===== src/rtl/phi2_pkg.sv =====
// Shared types and constants for the phi2 clock generator.
package phi2_pkg;

    localparam int CNT_W = 8;

    typedef enum logic [1:0] {
        ST_WAIT_LOCK = 2'd0,
        ST_HOLD      = 2'd1,
        ST_RUN       = 2'd2
    } state_t;

    function automatic logic [CNT_W-1:0] to_cnt(input int value);
        return value[CNT_W-1:0];
    endfunction

endpackage


===== src/rtl/phi2_gen_sync.sv =====
// Two-flop synchroniser bringing the asynchronous PLL lock into the clk domain.
module sync2 (
    input  logic clk,
    input  logic resetn,
    input  logic d,
    output logic q
);

    logic meta;

    always_ff @(posedge clk or negedge resetn) begin
        if (!resetn) begin
            meta <= 1'b0;
            q    <= 1'b0;
        end else begin
            meta <= d;
            q    <= meta;
        end
    end

endmodule


===== src/rtl/phi2_gen.sv =====
// 65xx phi2 bus clock generator with CPU reset sequencing after PLL lock.
// Define PHI2_STRETCH_EN to allow stretch_req to extend the phi2-high phase.
module phi2_gen
    import phi2_pkg::*;
#(
    parameter int LO_CYCLES     = 5,
    parameter int HI_CYCLES     = 5,
    parameter int LATCH_AT      = 3,
    parameter int RESET_PERIODS = 16,
    parameter int MAX_STRETCH   = 15
) (
    input  logic clk,
    input  logic resetn,
    input  logic pll_locked,
    input  logic stretch_req,
    output logic phi2,
    output logic phi2_rise_stb,
    output logic phi2_fall_stb,
    output logic latch_stb,
    output logic cpu_resetn,
    output logic stretching
);

    localparam logic [CNT_W-1:0] LO_LAST   = to_cnt(LO_CYCLES - 1);
    localparam logic [CNT_W-1:0] HI_LAST   = to_cnt(HI_CYCLES - 1);
    localparam logic [CNT_W-1:0] LATCH_CNT = to_cnt(LATCH_AT);
    localparam logic [CNT_W-1:0] PER_LAST  = to_cnt(RESET_PERIODS - 1);

    state_t           state;
    logic [CNT_W-1:0] cnt;
    logic [CNT_W-1:0] cnt_inc;
    logic [CNT_W-1:0] per_cnt;
    logic             lock_s;
    logic             draining;
    logic             lo_last;
    logic             hi_nom_end;
    logic             hi_last;
    logic             lock_lost;

`ifdef PHI2_STRETCH_EN
    localparam logic [CNT_W-1:0] ST_MAX = to_cnt(MAX_STRETCH);

    logic [CNT_W-1:0] st_cnt;
    logic             extend;
`else
    logic unused_stretch;

    assign unused_stretch = stretch_req ^ (MAX_STRETCH > 255);
    assign stretching     = 1'b0;
`endif

    sync2 u_lock_sync (
        .clk    (clk),
        .resetn (resetn),
        .d      (pll_locked),
        .q      (lock_s)
    );

    // draining marks a high phase that must finish before dropping to WAIT_LOCK
    always_comb begin
        cnt_inc    = cnt + 1'b1;
        lo_last    = !phi2 && (cnt == LO_LAST);
        hi_nom_end = phi2 && (cnt >= HI_LAST);
        lock_lost  = !lock_s || draining;
`ifdef PHI2_STRETCH_EN
        extend     = hi_nom_end && stretch_req && (st_cnt < ST_MAX);
        hi_last    = hi_nom_end && !extend;
`else
        hi_last    = hi_nom_end;
`endif
    end

    always_ff @(posedge clk or negedge resetn) begin
        if (!resetn) begin
            state         <= ST_WAIT_LOCK;
            phi2          <= 1'b0;
            phi2_rise_stb <= 1'b0;
            phi2_fall_stb <= 1'b0;
            latch_stb     <= 1'b0;
            cpu_resetn    <= 1'b0;
            cnt           <= '0;
            per_cnt       <= '0;
            draining      <= 1'b0;
`ifdef PHI2_STRETCH_EN
            st_cnt        <= '0;
            stretching    <= 1'b0;
`endif
        end else begin
            phi2_rise_stb <= 1'b0;
            phi2_fall_stb <= 1'b0;
            latch_stb     <= 1'b0;

            unique case (state)
                ST_WAIT_LOCK: begin
                    phi2       <= 1'b0;
                    cpu_resetn <= 1'b0;
                    cnt        <= '0;
                    per_cnt    <= '0;
                    draining   <= 1'b0;
                    if (lock_s) begin
                        state     <= ST_HOLD;
                        latch_stb <= (LATCH_CNT == '0);
                    end
                end

                ST_HOLD, ST_RUN: begin
                    if (lock_lost) begin
                        cpu_resetn <= 1'b0;
                        per_cnt    <= '0;
                    end else if (state == ST_RUN) begin
                        cpu_resetn <= 1'b1;
                    end

                    if (!phi2) begin
                        if (!lock_s) begin
                            state <= ST_WAIT_LOCK;
                            cnt   <= '0;
                        end else if (lo_last) begin
                            phi2          <= 1'b1;
                            cnt           <= '0;
                            phi2_rise_stb <= 1'b1;
                        end else begin
                            cnt       <= cnt_inc;
                            latch_stb <= (cnt_inc == LATCH_CNT);
                        end
                    end else begin
                        if (!lock_s) begin
                            draining <= 1'b1;
                        end
`ifdef PHI2_STRETCH_EN
                        if (extend) begin
                            st_cnt     <= st_cnt + 1'b1;
                            stretching <= 1'b1;
                        end else
`endif
                        if (hi_last) begin
                            phi2          <= 1'b0;
                            cnt           <= '0;
                            phi2_fall_stb <= 1'b1;
`ifdef PHI2_STRETCH_EN
                            st_cnt        <= '0;
                            stretching    <= 1'b0;
`endif
                            if (lock_lost) begin
                                state    <= ST_WAIT_LOCK;
                                draining <= 1'b0;
                            end else begin
                                latch_stb <= (LATCH_CNT == '0);
                                // The final counted fall releases the CPU on the same edge
                                if (state == ST_HOLD) begin
                                    per_cnt <= per_cnt + 1'b1;
                                    if (per_cnt == PER_LAST) begin
                                        state      <= ST_RUN;
                                        cpu_resetn <= 1'b1;
                                    end
                                end
                            end
                        end else begin
                            cnt <= cnt_inc;
                        end
                    end
                end

                default: state <= ST_WAIT_LOCK;
            endcase
        end
    end

endmodule


===== config.mk =====
export PLATFORM = sky130hd
export DESIGN_NAME = phi2_gen
export DESIGN_NICKNAME = d
export VERILOG_FILES = /design/src/rtl/phi2_pkg.sv /design/src/rtl/phi2_gen_sync.sv /design/src/rtl/phi2_gen.sv
export SDC_FILE = /design/constraint.sdc
export NUM_CORES = 1
export LEC_CHECK = 0
export BUFFER_PORTS_ARGS = -buffer_cell sky130_fd_sc_hd__buf_2
export CAP_MARGIN = 10
export CORE_ASPECT_RATIO = 1.4
export CORE_MARGIN = 2
export CORE_UTILIZATION = 50
export CTS_BUF_LIST = sky130_fd_sc_hd__clkbuf_4 sky130_fd_sc_hd__clkbuf_8
export CTS_CLUSTER_DIAMETER = 200
export DETAILED_ROUTE_END_ITERATION = 7
export PLACE_DENSITY = 0.7
export SLEW_MARGIN = 20
export SYNTH_ARGS = -nofsm -noshare
export SYNTH_HDL_FRONTEND = slang
export SYNTH_SLANG_ARGS = --single-unit

===== constraint.sdc =====
create_clock -name clk -period 1.9 [get_ports clk]
set_clock_uncertainty 0.2 [all_clocks]
set_input_delay 0.285 -clock clk [delete_from_list [all_inputs] [get_ports clk]]
set_output_delay 0.285 -clock clk [all_outputs]
set_load 0.02 [all_outputs]

==> results of run 1 <==
[area by class of cell]
type                            count  share of cell area, %
Multi-Input combinational cell    137                  46.39
Sequential cell                    26                  29.60
Timing Repair Buffer               47                  16.62
Tap cell                           40                  2.277
Clock buffer                        3                  1.878
Inverter                           11                  1.878
Clock inverter                      1                  1.366
[per-stage QoR]
step | util [%] | setup TNS [ns] | total power [mW] | hold WS [ns]
2_1_floorplan | - | -0.03637 | 0.9062 | -0.2106
3_3_place_gp | 59.77 | -0.01785 | 1.054 | 0.1116
3_5_place_dp | 59.77 | -0.1171 | 1.074 | 0.1251
4_1_cts | 62.68 | -0.09255 | 1.538 | 0.1561
5_1_grt | 66.30 | -0.6046 | 1.735 | 0.1621
6_report | 66.30 | -0.2358 | 1.657 | 0.1546
[where the power goes]
part           internal, mW  switching [mW]  leakage, nW
clock network         0.282           0.181       0.0357
logic                 0.291           0.298        0.596
registers             0.579          0.0263        0.355
total                  1.15           0.505        0.987
[routing by layer]
metal	track usage [%]	wire [um]	share of wire [%]
met1	28.94	1783	41
met2	40.74	2329	54
met3	2.049	139	3.2
met4	7.123	95	2.2
met5	0	0	0
[cell usage in the layout (no fill, tap or decap), types with 2 or more instances in the layout]
cell type      Yosys  final
a21oi_1            6      5
a22o_1             3      3
a31oi_1            6      4
a31oi_2            0      2
and3_1             5      5
buf_2              3      7
buf_4              2     36
clkbuf_8           0      3
dfrtp_1           26     26
dlygate4sd3_1      0      2
ha_1               9      4
ha_2               0      4
inv_1             11      9
inv_2              0      2
mux2i_1            2      2
nand2_1           17     17
nand3_1           11     11
nand4_1            3      3
nor2_1            10      9
nor2b_1            2      2
nor3_1             3      3
nor3_2             3      2
nor4_1             3      3
o2111ai_1          4      4
o211ai_1           4      4
o211ai_2           2      2
o21ai_0            4      3
o21ai_1            8      9
o22ai_1            2      2
o31ai_1            4      3
or3_1              3      3
[flip-flops by register name (all words and copies together), names as in the netlist]
signal / cells
cpu_resetn: 1
latch_stb: 1
u_lock_sync.q: 1
cnt: 8
phi2_fall_stb: 1
phi2_rise_stb: 1
state: 2
draining: 1
u_lock_sync.meta: 1
per_cnt: 8
phi2: 1
[what timing repair did]
action	in CTS	in global routing
pin swaps	1	3
hold buffers	2	0
gates resized for setup	3	13
buffers inserted	0	5
endpoints found under the setup margin	4	14
gates cloned	0	1
hold endpoints to repair	27	0
[how the worst max path moves through the flow]
stage              from         end  cells past startpoint
2_1_floorplan  state[1]    state[1]                      6
3_3_place_gp   state[1]    state[1]                      6
3_5_place_dp   state[1]    state[1]                      6
4_1_cts        state[1]    state[1]                      6
5_1_grt        state[0]  per_cnt[7]                      8
6_report       state[0]  per_cnt[7]                      8
[critical path, delay by kind of cell, from the launching register on]
family / cells / cell delay, ns
DFF: 1 / 0.41
buffers and inverters: 3 / 0.38
and+or+nand+nor: 3 / 0.49
AOI/OAI and AO/OA: 1 / 0.12
adders and majority gates: 1 / 0.26
[cells by family after synthesis]
| family | synth area share, % |
|---|---|
| XOR/XNOR | 0.5137 |
| buffers and inverters | 6.162 |
| flip-flops | 38.15 |
| AND/OR/NAND/NOR | 22.38 |
| other | 0.2199 |
| AO/OA/AOI/OAI | 23.92 |
| multiplexers | 2.054 |
| adder cells (fa/ha/maj) | 6.603 |
==> results.py, run 1 <==
metrics = {
    "drt": {
        "vias_per_cell": 6.045,
        "ant_nets": 0,
        "drc": 0,
        "firstDrtPassIters": 4,
        "avgRoutedWirePerCell_um": 16.40,
        "wl_um": 4347,
        "drtIter0Drc": 86,
        "num_vias": 1602,
    },
    "clock_tree": {
        "clock_path_buffers": 2,
        "cts-buffers-inserted": 3,
        "clock_latency_ns": 0.27,
        "cts_root_buf": "clkbuf_8",
        "clk_pin_slew_ns": 0.10,
        "ctsHtreeMaxLevel": 1,
        "cts_sinks": 26,
        "cts_tree": "done",
    },
    "worst_setup_path": {
        "crit_fanout": 6,
        "reg2reg_depth": 8,
        "arrival_ns": 1.92,
        "timing.critical_path.from_type": "flip-flop",
        "cp_data_required_time_ns": 1.86,
        "reg2reg_slack_ns": -0.06,
        "timing.rr.end": "per_cnt[7]",
        "crit_chain": "inv_2 -> ha_4 -> and4bb_2 -> buf_4 -> clkbuf_16 -> and3_1 -> a21oi_1 -> nand3_1",
        "worst_setup_path_end_kind": "flip-flop",
        "max_stage_delay_ns": 0.41,
        "r2r-start": "state[0]",
        "path_class": "flip-flop to flip-flop",
        "cp_slowest_cell": "dfrtp_1",
    },
    "min_path": {
        "min_to": "u_lock_sync.q",
        "whs_path_depth": 0,
        "hp-start": "u_lock_sync.meta",
        "hold_class": "flip-flop to flip-flop",
    },
    "global_route": {
        "grt_util_all_layers_pct": 23.07,
        "grt_first_pass_wirelength_um": 6789,
        "grt_max_degree": 27,
        "overflow": 0,
        "grt_pass1_vias": 1504,
        "antenna_found_initial": 0,
    },
    "die": {
        "fp-row-count": 25,
        "core-area_mm2": 0.003316,
        "initial_utilization_pct": 51.43,
        "dieArea_mm2": 0.003901,
        "die_y_um": 73.10,
        "io-pin-count": 10,
        "die_x_um": 53.36,
    },
    "pwr": {
        "power_density_mw_per_mm2": 753.8,
        "leakage_nw": 0.9872,
        "peakVddDrop_mv": 0.5389,
    },
    "place": {
        "gp_congestion": 0.8616,
        "portBuffers": 7,
        "place_area_mm2": 0.001982,
        "place_ws_ns": -0.05834,
        "post-dp-hpwl_um": 3040,
        "dp.cells": 253,
    },
    "synthesis": {
        "synth_area_mm2": 0.001705,
        "ys_ff_latch": 26,
        "yosysUniqueCellTypes": 51,
        "yosysSeqAreaShare_pct": 38.15,
        "syn_avg_cell_area_um2": 9.268,
        "yosysWarnings": 0,
        "netlist_top_cells_area": "dfrtp_1, ha_1, nand2_1",
        "syn_inst": 184,
        "synth_top_area_share_pct": 38.15,
        "ys.flop_type": "dfrtp_1",
        "syn_nets": 197,
        "yosysTopAreaCell": "dfrtp_1",
        "synth_edf_count": 0,
        "synth_commonest_cells": "dfrtp_1, nand2_1, inv_1, nand3_1, nor2_1",
        "yosysMostFrequentCell": "dfrtp_1",
        "async_flop_share_pct": 100.0,
    },
    "run_status": {
        "status": "finished, violations left",
        "failed_checks": "setup timing",
    },
    "sta": {
        "tightestPinTransition_ns": 0.5868,
        "drv_slew": 0,
        "slew_headroom_pct": 60.88,
        "max_freq_mhz": 509.3,
        "final.period_utilization_pct": 103.3,
        "period_minus_slack_ns": 1.964,
        "finalSetupViolCount": 6,
        "hold_viol": 0,
        "setup_slack_ns": -0.06354,
        "rsz0062_at_grt": "yes",
    },
    "layout": {
        "layout.nets": 239,
        "antenna_cells": 0,
        "area_growth_pct": 28.91,
        "stdcell_area_mm2": 0.002198,
        "ff_latch_area_um2": 650.6,
        "multiInputGateArea_mm2": 0.001020,
        "fillerInstances": 275,
        "layout-drive-gt1-share_pct": 33.33,
        "fin_cells": 265,
    },
    "job": {
        "drv_cap": 0,
    },
}
Power figures use the tool's default switching activity.
==> run 2: changes to the inputs <==
--- a/config.mk
+++ b/config.mk
@@ -9,11 +9,9 @@
 export CAP_MARGIN = 10
 export CORE_ASPECT_RATIO = 1.4
 export CORE_MARGIN = 2
-export CORE_UTILIZATION = 50
-export CTS_BUF_LIST = sky130_fd_sc_hd__clkbuf_4 sky130_fd_sc_hd__clkbuf_8
+export CORE_UTILIZATION = 45
 export CTS_CLUSTER_DIAMETER = 200
 export DETAILED_ROUTE_END_ITERATION = 7
-export PLACE_DENSITY = 0.7
 export SLEW_MARGIN = 20
 export SYNTH_ARGS = -nofsm -noshare
 export SYNTH_HDL_FRONTEND = slang
==> run 2 against run 1 <==
Net effect: the flow still finishes with violations (setup timing); cell count shrank 0.38%; die area increased by 10%; clock power fell by 32%; routed wire length decreased by 6.9%; critical endpoint is now state[1]; setup slack improved by 0.0084 ns; via count fell by 3.8%; non-clock buffer count is 2 lower; first-iteration DRC count is 34% lower; final area shrank 3.3%.
==> results.py, run 2 (synthesis gave the netlist of run 1 again) <==
metrics = {
    "sta": {
        "hold_viol": 0,
        "max_freq_mhz": 511.5,
        "period_minus_slack_ns": 1.955,
        "setup_slack_ns": -0.05513,
        "finalSetupViolCount": 3,
        "final.period_utilization_pct": 102.9,
        "rsz0062_at_grt": "yes",
        "drv_slew": 0,
        "tightestPinTransition_ns": 0.5834,
        "slew_headroom_pct": 61.11,
    },
    "global_route": {
        "grt_first_pass_wirelength_um": 6913,
        "grt_util_all_layers_pct": 19.85,
        "overflow": 0,
        "grt_max_degree": 27,
        "grt_pass1_vias": 1539,
        "antenna_found_initial": 0,
    },
    "drt": {
        "ant_nets": 0,
        "firstDrtPassIters": 4,
        "drtIter0Drc": 57,
        "drc": 0,
        "num_vias": 1541,
        "vias_per_cell": 5.837,
        "avgRoutedWirePerCell_um": 15.33,
        "wl_um": 4048,
    },
    "die": {
        "initial_utilization_pct": 46.81,
        "core-area_mm2": 0.003643,
        "die_x_um": 56.03,
        "die_y_um": 76.84,
        "dieArea_mm2": 0.004305,
        "io-pin-count": 10,
        "fp-row-count": 26,
    },
    "layout": {
        "top_regs": "cnt (8), per_cnt (8), state (2)",
        "area_growth_pct": 24.65,
        "final_common_cell": "buf_4",
        "final_cell_mix": "buf_4, dfrtp_1, nand2_1",
        "layout-drive-gt1-share_pct": 30.18,
        "fillerInstances": 326,
        "fin_cells": 264,
        "layout.nets": 237,
        "postLayoutCoreUtil_pct": 58.34,
        "antenna_cells": 0,
    },
    "place": {
        "gp_congestion": 0.8984,
        "portBuffers": 7,
        "place_ws_ns": -0.07540,
        "post-dp-hpwl_um": 3070,
        "dp.cells": 257,
    },
    "run_status": {
        "failed_checks": "setup timing",
        "status": "finished, violations left",
    },
    "clock_tree": {
        "clk_pin_slew_ns": 0.09,
        "cts_sinks": 26,
        "clock_path_buffers": 2,
        "cts_tree": "done",
        "ctsHtreeMaxLevel": 1,
        "clock_latency_ns": 0.27,
        "cts_root_buf": "clkbuf_8",
        "cts-buffers-inserted": 3,
    },
    "worst_setup_path": {
        "crit_chain": "buf_4 -> ha_2 -> and4bb_2 -> nand2_1 -> or4b_1 -> o311ai_1",
        "max_stage_delay_ns": 0.47,
        "cp_slowest_cell": "or4b_1",
        "timing.rr.end": "state[1]",
        "timing.critical_path.from_type": "flip-flop",
        "crit_fanout": 3,
        "cp_num_buf_inv": 1,
        "path_class": "flip-flop to flip-flop",
        "path_delay_family": "simple AND/OR/NAND/NOR gates",
        "reg2reg_slack_ns": -0.06,
        "reg2reg_depth": 6,
        "r2r-start": "state[1]",
        "cp_data_required_time_ns": 1.87,
        "arrival_ns": 1.93,
        "worst_setup_path_end_kind": "flip-flop",
    },
    "pwr": {
        "clock_power_share_pct": 22.0,
        "power_density_mw_per_mm2": 668.4,
        "p_int_mw": 0.9514,
        "leakage_nw": 0.9552,
        "peakVddDrop_mv": 0.6455,
        "finalPower_mw": 1.421,
        "swShare_pct": 33.04,
        "power_frac_comb_pct": 34.8,
        "switchingPower_mw": 0.4694,
        "power_frac_seq_pct": 43.1,
    },
    "min_path": {
        "hold_class": "flip-flop to flip-flop",
        "min_to": "u_lock_sync.q",
        "whs_path_depth": 0,
        "hp-start": "u_lock_sync.meta",
    },
    "job": {
        "drv_cap": 0,
    },
}
-- run 2: layout make-up --
| type | count | area (um^2) | area share, % |
|---|---|---|---|
| multi-input cells | 137 | 1011 | 47.56 |
| flip-flops and latches | 26 | 650.6 | 30.61 |
| repair buffers | 45 | 329.1 | 15.48 |
| well taps | 42 | 52.55 | 2.472 |
| clock buffers | 3 | 41.29 | 1.942 |
| inverters | 11 | 41.29 | 1.942 |
-- run 2: per-stage QoR --
stage / TNS (ns) / hold WS [ns] / cell area, um^2
after floorplan: -0.03637 / -0.2106 / 1730
after global placement: -0.05268 / 0.1133 / 1999
after detailed placement: -0.2723 / 0.1192 / 1999
after CTS: -0.1316 / 0.1606 / 2082
after global routing: -0.5416 / 0.1726 / 2126
final: -0.1094 / 0.1587 / 2126
-- run 2: worst max-delay path by stage --
stage,cells past startpoint,end,from
after floorplan,6,state[1],state[1]
after global placement,6,state[1],state[1]
after detailed placement,6,state[1],state[1]
after CTS,6,state[1],state[0]
after global routing,6,per_cnt[4],state[0]
final,6,state[1],state[1]
-- run 2: what timing repair did --
action / 4_1_cts / 5_1_grt
gates resized for setup: 2 / 8
pin swaps: 1 / 3
cloned: 0 / 0
hold buffers: 2 / 0
endpoints found under the setup margin: 13 / 14
buffers inserted: 2 / 0
hold endpoints to repair: 27 / 0
-- run 2: power by group through the flow --
stage / Combinational [mW] / Sequential [mW] / Clock, mW
after floorplan: 0.290 / 0.616 / 0
after global placement: 0.449 / 0.620 / 0
after detailed placement: 0.459 / 0.623 / 0
after CTS: 0.475 / 0.613 / 0.321
after global routing: 0.545 / 0.616 / 0.345
final: 0.495 / 0.613 / 0.313
-- run 2: layer usage --
metal	up-vias	track usage, %	wire length, um
li1	767	-	-
met1	728	23.18	1644
met2	38	34.71	2175
met3	8	3.373	154
met4	0	9.286	74
met5	-	0	0
